<file path="src/rtl/cla_pipe_addsub.sv">
// Purpose: carry-pipelined carry-lookahead adder/subtractor; one SEG_W-bit segment resolved per stage.
// Latency: NSEG = WIDTH/SEG_W cycles from accepted operands to out_valid, throughput one op per cycle.
// Backpressure: global stall; every stage holds while out_valid=1 and out_ready=0 (in_ready = adv).
//
// Ports:
//   clk, rst_n            rising-edge clock, asynchronous active-low reset
//   in_valid / in_ready   operand handshake; a, b, sub, c_in sampled when both are high
//   out_valid / out_ready result handshake; sum (mod 2^WIDTH) and c_out (carry, or borrow when sub=1)
module cla_pipe_addsub #(
    parameter int WIDTH = 96,
    parameter int SEG_W = 32,
    parameter int GROUP = 4
) (
    input  logic             clk,
    input  logic             rst_n,
    input  logic             in_valid,
    output logic             in_ready,
    input  logic [WIDTH-1:0] a,
    input  logic [WIDTH-1:0] b,
    input  logic             sub,
    input  logic             c_in,
    output logic             out_valid,
    input  logic             out_ready,
    output logic [WIDTH-1:0] sum,
    output logic             c_out
);

    localparam int NSEG = WIDTH / SEG_W;
    localparam int NGRP = SEG_W / GROUP;

    if (GROUP < 1 || SEG_W < GROUP || (SEG_W % GROUP) != 0 ||
        WIDTH < SEG_W || (WIDTH % SEG_W) != 0) begin : g_bad_params
        $error("cla_pipe_addsub: WIDTH must be a multiple of SEG_W and SEG_W a multiple of GROUP");
    end

    // Two-level lookahead: per-group P/G, then group carries from the group P/G,
    // then bit carries inside each group seeded by its group carry.
    function automatic logic [SEG_W:0] seg_cla(
        input logic [SEG_W-1:0] x,
        input logic [SEG_W-1:0] y,
        input logic             cin
    );
        logic [SEG_W-1:0] p;
        logic [SEG_W-1:0] g;
        logic [SEG_W-1:0] s;
        logic [NGRP-1:0]  gp;
        logic [NGRP-1:0]  gg;
        logic [NGRP:0]    gc;
        logic             c;
        p = x ^ y;
        g = x & y;
        for (int j = 0; j < NGRP; j++) begin
            gp[j] = 1'b1;
            gg[j] = 1'b0;
            for (int i = 0; i < GROUP; i++) begin
                gg[j] = g[j*GROUP+i] | (p[j*GROUP+i] & gg[j]);
                gp[j] = gp[j] & p[j*GROUP+i];
            end
        end
        gc[0] = cin;
        for (int j = 0; j < NGRP; j++) begin
            gc[j+1] = gg[j] | (gp[j] & gc[j]);
        end
        s = '0;
        for (int j = 0; j < NGRP; j++) begin
            c = gc[j];
            for (int i = 0; i < GROUP; i++) begin
                s[j*GROUP+i] = p[j*GROUP+i] ^ c;
                c            = g[j*GROUP+i] | (p[j*GROUP+i] & c);
            end
        end
        return {gc[NGRP], s};
    endfunction

    logic adv;
    assign adv      = !out_valid | out_ready;
    assign in_ready = adv;

    // Inputs seen by stage k. stg_acc holds resolved sum bits below segment k and
    // still-unresolved A bits from segment k upward; stg_b carries B (already inverted for subtract).
    logic             stg_vld [NSEG];
    logic             stg_sub [NSEG];
    logic             stg_cy  [NSEG];
    logic [WIDTH-1:0] stg_acc [NSEG];
    logic [WIDTH-1:0] stg_b   [NSEG];

    // Subtract as a + ~b + !c_in, so the incoming borrow becomes an inverted carry.
    assign stg_vld[0] = in_valid;
    assign stg_sub[0] = sub;
    assign stg_cy[0]  = c_in ^ sub;
    assign stg_acc[0] = a;
    assign stg_b[0]   = sub ? ~b : b;

    for (genvar k = 0; k < NSEG; k++) begin : g_stage
        logic [SEG_W:0]   seg_res;
        logic [WIDTH-1:0] acc_d;
        logic             vld_q;
        logic             sub_q;
        logic             cy_q;
        logic [WIDTH-1:0] acc_q;

        always_comb begin
            seg_res = seg_cla(stg_acc[k][k*SEG_W +: SEG_W], stg_b[k][k*SEG_W +: SEG_W], stg_cy[k]);
            acc_d   = stg_acc[k];
            acc_d[k*SEG_W +: SEG_W] = seg_res[SEG_W-1:0];
        end

        always_ff @(posedge clk or negedge rst_n) begin
            if (!rst_n) begin
                vld_q <= 1'b0;
                sub_q <= 1'b0;
                cy_q  <= 1'b0;
                acc_q <= '0;
            end else if (adv) begin
                vld_q <= stg_vld[k];
                sub_q <= stg_sub[k];
                cy_q  <= seg_res[SEG_W];
                acc_q <= acc_d;
            end
        end

        if (k < NSEG-1) begin : g_fwd
            logic [WIDTH-1:0] b_q;

            always_ff @(posedge clk or negedge rst_n) begin
                if (!rst_n) begin
                    b_q <= '0;
                end else if (adv) begin
                    b_q <= stg_b[k];
                end
            end

            assign stg_vld[k+1] = vld_q;
            assign stg_sub[k+1] = sub_q;
            assign stg_cy[k+1]  = cy_q;
            assign stg_acc[k+1] = acc_q;
            assign stg_b[k+1]   = b_q;
        end else begin : g_out
            assign out_valid = vld_q;
            assign sum       = acc_q;
            // Final carry of a + ~b + !c_in is the inverse of the borrow.
            assign c_out     = cy_q ^ sub_q;
        end
    end

endmodule

</file>
<file path="config.mk">
export PLATFORM = sky130hd
export DESIGN_NAME = cla_pipe_addsub
export DESIGN_NICKNAME = d
export VERILOG_FILES = /design/src/rtl/cla_pipe_addsub.sv
export SDC_FILE = /design/constraint.sdc
export NUM_CORES = 1
export LEC_CHECK = 0
export ABC_CLOCK_PERIOD_IN_PS = 3200
export CORE_MARGIN = 4
export CORE_UTILIZATION = 49
export DETAILED_ROUTE_END_ITERATION = 16
export PLACE_DENSITY = 0.76
export SETUP_SLACK_MARGIN = 0.3
export SLEW_MARGIN = 15
export SYNTH_ARGS = -nofsm -noshare
export SYNTH_HDL_FRONTEND = slang
export SYNTH_SLANG_ARGS = --single-unit
</file>
<file path="constraint.sdc">
create_clock -name clk -period 3.2 [get_ports clk]
set_input_delay 0.64 -clock clk [delete_from_list [all_inputs] [get_ports clk]]
set_output_delay 0.64 -clock clk [all_outputs]
set_load 0.03 [all_outputs]
</file>
== Word level (Yosys, flattened, before mapping) ==
Index checks and enable logic that the tools add are counted.

* Output and inout port bits: 99
* Memories kept: 0
* ROM bits: 0
* Input port bits: 198
* RAM bits: 0
* Logic and storage cells: 530
* Latch bits: 0
* Flip-flop bits (word level): 489

* Multiply operators: 0
* Shift operators: 0
* Equal/unequal tests: 0
* Reductions and logical operators: 1
* Add/subtract/negate cells: 0
* Divide/modulo/power cells: 0
* Bitwise operators: 514
* Order comparisons: 0
* Mux-type cells: 1

{| class="wikitable"
|+ Operator list
! operator !! count
|-
| AND 1 bit || 240
|-
| bitwise OR 1 bit || 169
|-
| XOR 1 bit || 98
|-
| AND 32 bit || 3
|-
| two-way mux 96 bit || 1
|-
| NOT 96 bit || 1
|-
| XOR 32 bit || 3
|-
| zero test 1 bit || 1
|}

== Logic depth before layout (Yosys ltp) ==
* Word-level depth: 29
* Depth in mapped cells: 16
* Mapped depth without buffers: 13

== Worst setup path after synthesis ==
Ideal clock, no wire load.

* Path kind: input to register
* From: input sub
* To: register g_stage[0].acc_q[31]
* Data required time: 3.123 ns
* Slack: -0.839 ns
* Data arrival time: 3.962 ns
* Library setup time: 0.077 ns
* Cell stages on the path: 16
* Path buffers: 3
* Cells stage by stage: buf_4 -> buf_2 -> buf_2 -> xor2_1 -> ha_1 -> nand2_1 -> o21ai_0 -> a221o_1 -> nor2_1 -> o21ai_0 -> nand2_1 -> fa_1 -> fa_1 -> fa_1 -> xor2_1 -> a21oi_1

* Word-level cells in the longest chain between the ends: 28
* Elaborated cells on any way between the ends: 88
* Those cells by class: mux (1); bitwise (87)

{| class="wikitable"
|+ RTL lines
! what !! line !! text
|-
| start, declared || 20 || <nowiki>input logic sub,</nowiki>
|-
| two-way mux 96 bit || 92 || <nowiki>assign stg_b[0] = sub ? ~b : b;</nowiki>
|-
| XOR 32 bit / AND 32 bit (equally long branches) || 50, 51 ||
|-
| AND 1 bit || 56 || <nowiki>gg[j] = g[j*GROUP+i] | (p[j*GROUP+i] & gg[j]);</nowiki>
|-
| bitwise OR 1 bit || 56 ||
|-
| AND 1 bit || 56 ||
|-
| bitwise OR 1 bit || 56 ||
|-
| AND 1 bit || 56 ||
|-
| bitwise OR 1 bit || 56 ||
|-
| [12 not listed] || - ||
|-
| bitwise OR 1 bit || 62 || <nowiki>gc[j+1] = gg[j] | (gp[j] & gc[j]);</nowiki>
|-
| AND 1 bit || 69 || <nowiki>c = g[j*GROUP+i] | (p[j*GROUP+i] & c);</nowiki>
|-
| bitwise OR 1 bit || 69 ||
|-
| AND 1 bit || 69 ||
|-
| bitwise OR 1 bit || 69 ||
|-
| AND 1 bit || 69 ||
|-
| bitwise OR 1 bit || 69 ||
|-
| XOR 1 bit (*) || 68 || <nowiki>s[j*GROUP+i] = p[j*GROUP+i] ^ c;</nowiki>
|-
| end signal, assigned || 113 || <nowiki>acc_q <= '0;</nowiki>
|-
| end signal, assigned || 118 || <nowiki>acc_q <= acc_d;</nowiki>
|-
| end, declared || 100 || <nowiki>logic [WIDTH-1:0] acc_q;</nowiki>
|}

Mark *: on every way between the ends. The rest lies on a longest branch, timed or not.
A chain may end at the register's enable or synchronous reset.

== Final worst setup path ==
* From: register g_stage[0].g_fwd.b_q[41]
* To: register g_stage[1].acc_q[59]

* Word-level cells in the longest chain between the ends: 21
* Elaborated cells on any way between the ends: 26
* Those cells by class: bitwise (26)

{| class="wikitable"
|+ RTL lines
! what !! line !! text
|-
| start, declared || 123 || <nowiki>logic [WIDTH-1:0] b_q;</nowiki>
|-
| start signal, assigned || 129 || <nowiki>b_q <= stg_b[k];</nowiki>
|-
| XOR 32 bit || 50 || <nowiki>p = x ^ y;</nowiki>
|-
| AND 1 bit || 56 ||
|-
| bitwise OR 1 bit || 56 ||
|-
| AND 1 bit || 56 ||
|-
| bitwise OR 1 bit || 56 ||
|-
| AND 1 bit || 56 ||
|-
| bitwise OR 1 bit || 56 ||
|-
| bitwise OR 1 bit (*) || 62 ||
|-
| [5 not listed] || - ||
|-
| bitwise OR 1 bit (*) || 62 ||
|-
| AND 1 bit (*) || 69 ||
|-
| bitwise OR 1 bit (*) || 69 ||
|-
| AND 1 bit (*) || 69 ||
|-
| bitwise OR 1 bit (*) || 69 ||
|-
| AND 1 bit (*) || 69 ||
|-
| bitwise OR 1 bit (*) || 69 ||
|-
| XOR 1 bit (*) || 68 ||
|-
| end signal, assigned || 113 ||
|-
| end signal, assigned || 118 ||
|-
| end, declared || 100 ||
|}

Marked as above.

==> metrics.md <==
| Metric | Value |
|---|---|
| # rows | `72` |
| Clock sinks | `393` |
| Max_cap viols | `0` |
| Final setup violating endpoints | `0` |
| Starting density of the core | `49.9%` |
| Arr. time, crit path | `3.58 ns` |
| Post-Synth XOR/XNOR Area | `5.56%` |
| Most frequent cells in the layout | `911 x nand2_1, 392 x dfrtp_1, 251 x clkdlybuf4s50_1` |
| Area fraction in and, or, nand and nor cells after synthesis | `19.9%` |
| WS Path Type | `reg2reg` |
| Skew final | `0.0197 ns` |
| Adder-cell share of the synthesized area | `13.7%` |
| Largest family of logic cells by synthesized area | `simple AND/OR/NAND/NOR gates` |
| Largest net degree at the start of global routing | `142` |
| Post-route clock period utilization | `98.5%` |
| Ratio of cells with drive above 1 in the final layout | `14.2%` |
| Number of global-route vias before repair | `15.5k` |
| Actual slew at the worst max-slew pin | `1.16 ns` |
| Area grow syn2layout | `32.7%` |
| NumNets Final | `2792` |
| Final std cells w/o fill | `2974` |
| Post-Syn Area | `19400 um^2` |
| Via-to-Cell Ratio | `4.99` |
| First-pass GRT wire length | `77400 um` |
| Post-synthesis mux area share | `0%` |
| Slew HR | `22.7%` |
| H-tree depth | `2` |
| Worst hold path class | `in2async` |
| Post-Syn Nets | `2434` |
| Detailed placer's ending HPWL | `33100 um` |
| Max Transition Viols Final | `0` |
| # placed instances | `2859` |
| Commonest non-fill, non-tap cell in the layout | `nand2_1` |
| ANT nets after route | `0` |
| First DRT Iteration DRCs | `805` |
| CTS Buffer Depth | `3` |
| Setup_tns | `0 ns` |
| Worst vdd ir | `0.494 mV` |
| CTS Buf Count | `43` |
| Die Y | `207 um` |
| Unrepaired setup endpoints after global routing | `yes` |
| Worst setup EP type | `flip-flop` |
| CTS Root Cell | `clkbuf_16` |
| Synth Area per Inst | `9.36 um^2` |
| DIE AREA | `42700 um^2` |
| Status | `complete, no violations` |
| Via count | `14.8k` |
| Aggregate global routing overflow | `0` |
| CTS tree | `built` |
| Synthesized instance count | `2068` |
| Compound-Gate Fraction of Synth Area | `6.38%` |
| Detailed Routing Iterations Pass 1 | `5` |
| Clk slew on worst S/H paths | `0.06 ns` |
| FF+latch count, synth | `393` |
| Pleak | `12.4 nW` |
| IO buf count | `296` |
| Skew-Pair Late Insertion Delay | `0.56 ns` |
| Min Tclk post-route | `3.15 ns` |
| Seq/Total Area, Yosys | `50.8%` |
| DRC viols | `0` |
| Total power | `23.1 mW` |
| WL/cell | `16.1 um` |
| Die X | `207 um` |
| Min Hold Slack | `0.0318 ns` |
| Final Hold Fails | `0` |
| Ys Warns | `0` |
| Synth top area share | `50.8%` |
| I/O pin total | `297` |
| Startpoint types | `flip-flop` |
| Final WL | `48000 um` |
| Gpl congestion | `0.853` |
| Synth area leader | `dfrtp_1` |
| Hold buffer count at cts | `0` |
| Area contributors post-synth | `dfrtp_1 51%, nand2_1 18%, fa_1 7.4%` |
| Total track usage | `22.4%` |
| PwrDens | `898 nW/um^2` |
| Core Area | `38800 um^2` |
| Distinct cells, synth | `45` |
| Crit Path Max Fanout | `5` |
| Maximum clock frequency | `0.317 GHz` |
| Initial antenna violation count | `2` |
| Worst Path Required | `3.62 ns` |
[synth_stat cells (all sizes together)]
cell type	n
a211oi	2
a21bo	1
a21boi	2
a21o	26
a21oi	73
a221o	1
a221oi	1
a22o	1
a31o	2
and2	1
and4	2
buf	81
clkbuf	17
clkinv	1
dfrtp	393
fa	72
ha	96
inv	64
nand2	923
nand2b	2
nand3	6
nand4	12
nand4b	1
nor2	45
nor2b	4
nor3	2
nor3b	1
nor4	1
o211ai	4
o21a	1
o21ai	100
o21bai	1
o221ai	2
o22ai	1
o31ai	1
or2	2
or4	1
xnor2	81
xor2	41
[through the flow]
| step | utilization, % | setup slack (ns) | cell area [um^2] |
|---|---|---|---|
| after floorplan | - | -0.376 | 19500 |
| after global placement | 60.1 | -0.671 | 23300 |
| after detailed placement | 60.1 | -0.714 | 23300 |
| after CTS | 65.1 | 0.0282 | 25300 |
| after global routing | 66.1 | -0.105 | 25700 |
| final | 66.1 | 0.0466 | 25700 |
[logic make-up after synthesis]
family / Yosys count
flip-flops: 393
adder cells (fa/ha/maj): 168
AND/OR/NAND/NOR: 1003
AO/OA/AOI/OAI: 219
XOR/XNOR: 122
buffers and inverters: 163
[flip-flops by register name (all words and copies together), names as in the netlist]
register	cells
g_stage.vld_q	2
out_valid	1
sum	96
g_stage.sub_q	3
g_stage.acc_q	192
g_stage.cy_q	3
g_stage.g_fwd.b_q	96
[critical path: stages (launching register included)]
cell	delay [ns]
dfrtp_1	0.38
ha_1	0.31
a21o_1	0.17
a21o_1	0.18
a21oi_2	0.16
nor2b_1	0.15
a21bo_2	0.25
o31ai_1	0.12
fa_2	0.36
fa_2	0.36
fa_2	0.36
xnor2_2	0.15
o21ai_1	0.08
[cell type report]
type | instances | area [um^2]
diodes | 1 | 2.50
clock buffers | 64 | 1260
clock inverters | 10 | 58.8
fillers | 3044 | 13100
inverters | 65 | 254
multi-input cells | 1512 | 9660
flip-flops and latches | 393 | 9840
well taps | 518 | 648
repair buffers | 411 | 3970
[where the power goes]
| group | internal, mW | total [mW] | leakage [nW] | switching, mW |
|---|---|---|---|---|
| logic | 4.44 | 10.0 | 7.09 | 5.59 |
| clock network | 2.71 | 4.66 | 0.645 | 1.95 |
| registers | 6.98 | 8.36 | 4.70 | 1.39 |
[final timing paths]
| path | from | to | slack [ns] | depth (start not counted) |
|---|---|---|---|---|
| worst max-delay path | g_stage[0].g_fwd.b_q[41]$_DFFE_PN0P_ | g_stage[1].acc_q[59]$_DFFE_PN0P_ | 0.05 | 12 |
| worst min-delay path | rst_n | sum[41]$_DFFE_PN0P_ | 0.03 | 1 |
| worst max register to register | g_stage[0].g_fwd.b_q[41]$_DFFE_PN0P_ | g_stage[1].acc_q[59]$_DFFE_PN0P_ | 0.05 | 12 |
| worst min register to register | g_stage[1].vld_q$_DFFE_PN0P_ | out_valid$_DFFE_PN0P_ | 0.45 | 1 |
| max in group asynchronous | rst_n | sum[8]$_DFFE_PN0P_ | 2.21 | 2 |
| min in group clk | g_stage[1].vld_q$_DFFE_PN0P_ | out_valid$_DFFE_PN0P_ | 0.45 | 1 |
[routing by layer]
metal | global-route usage [%] | share of wire, %
met1 | 28.4 | 41
met5 | 0 | 0.042
met4 | 8.76 | 4.0
met3 | 3.80 | 4.7
met2 | 38.7 | 51
[timing repair]
item                       in CTS  in global routing
buffers inserted               26                 12
setup endpoints to repair      44                 40
pin swaps                      75                 60
gates cloned                    2                  0
resized for setup             150                 73
(Power assumes the default switching activity.)
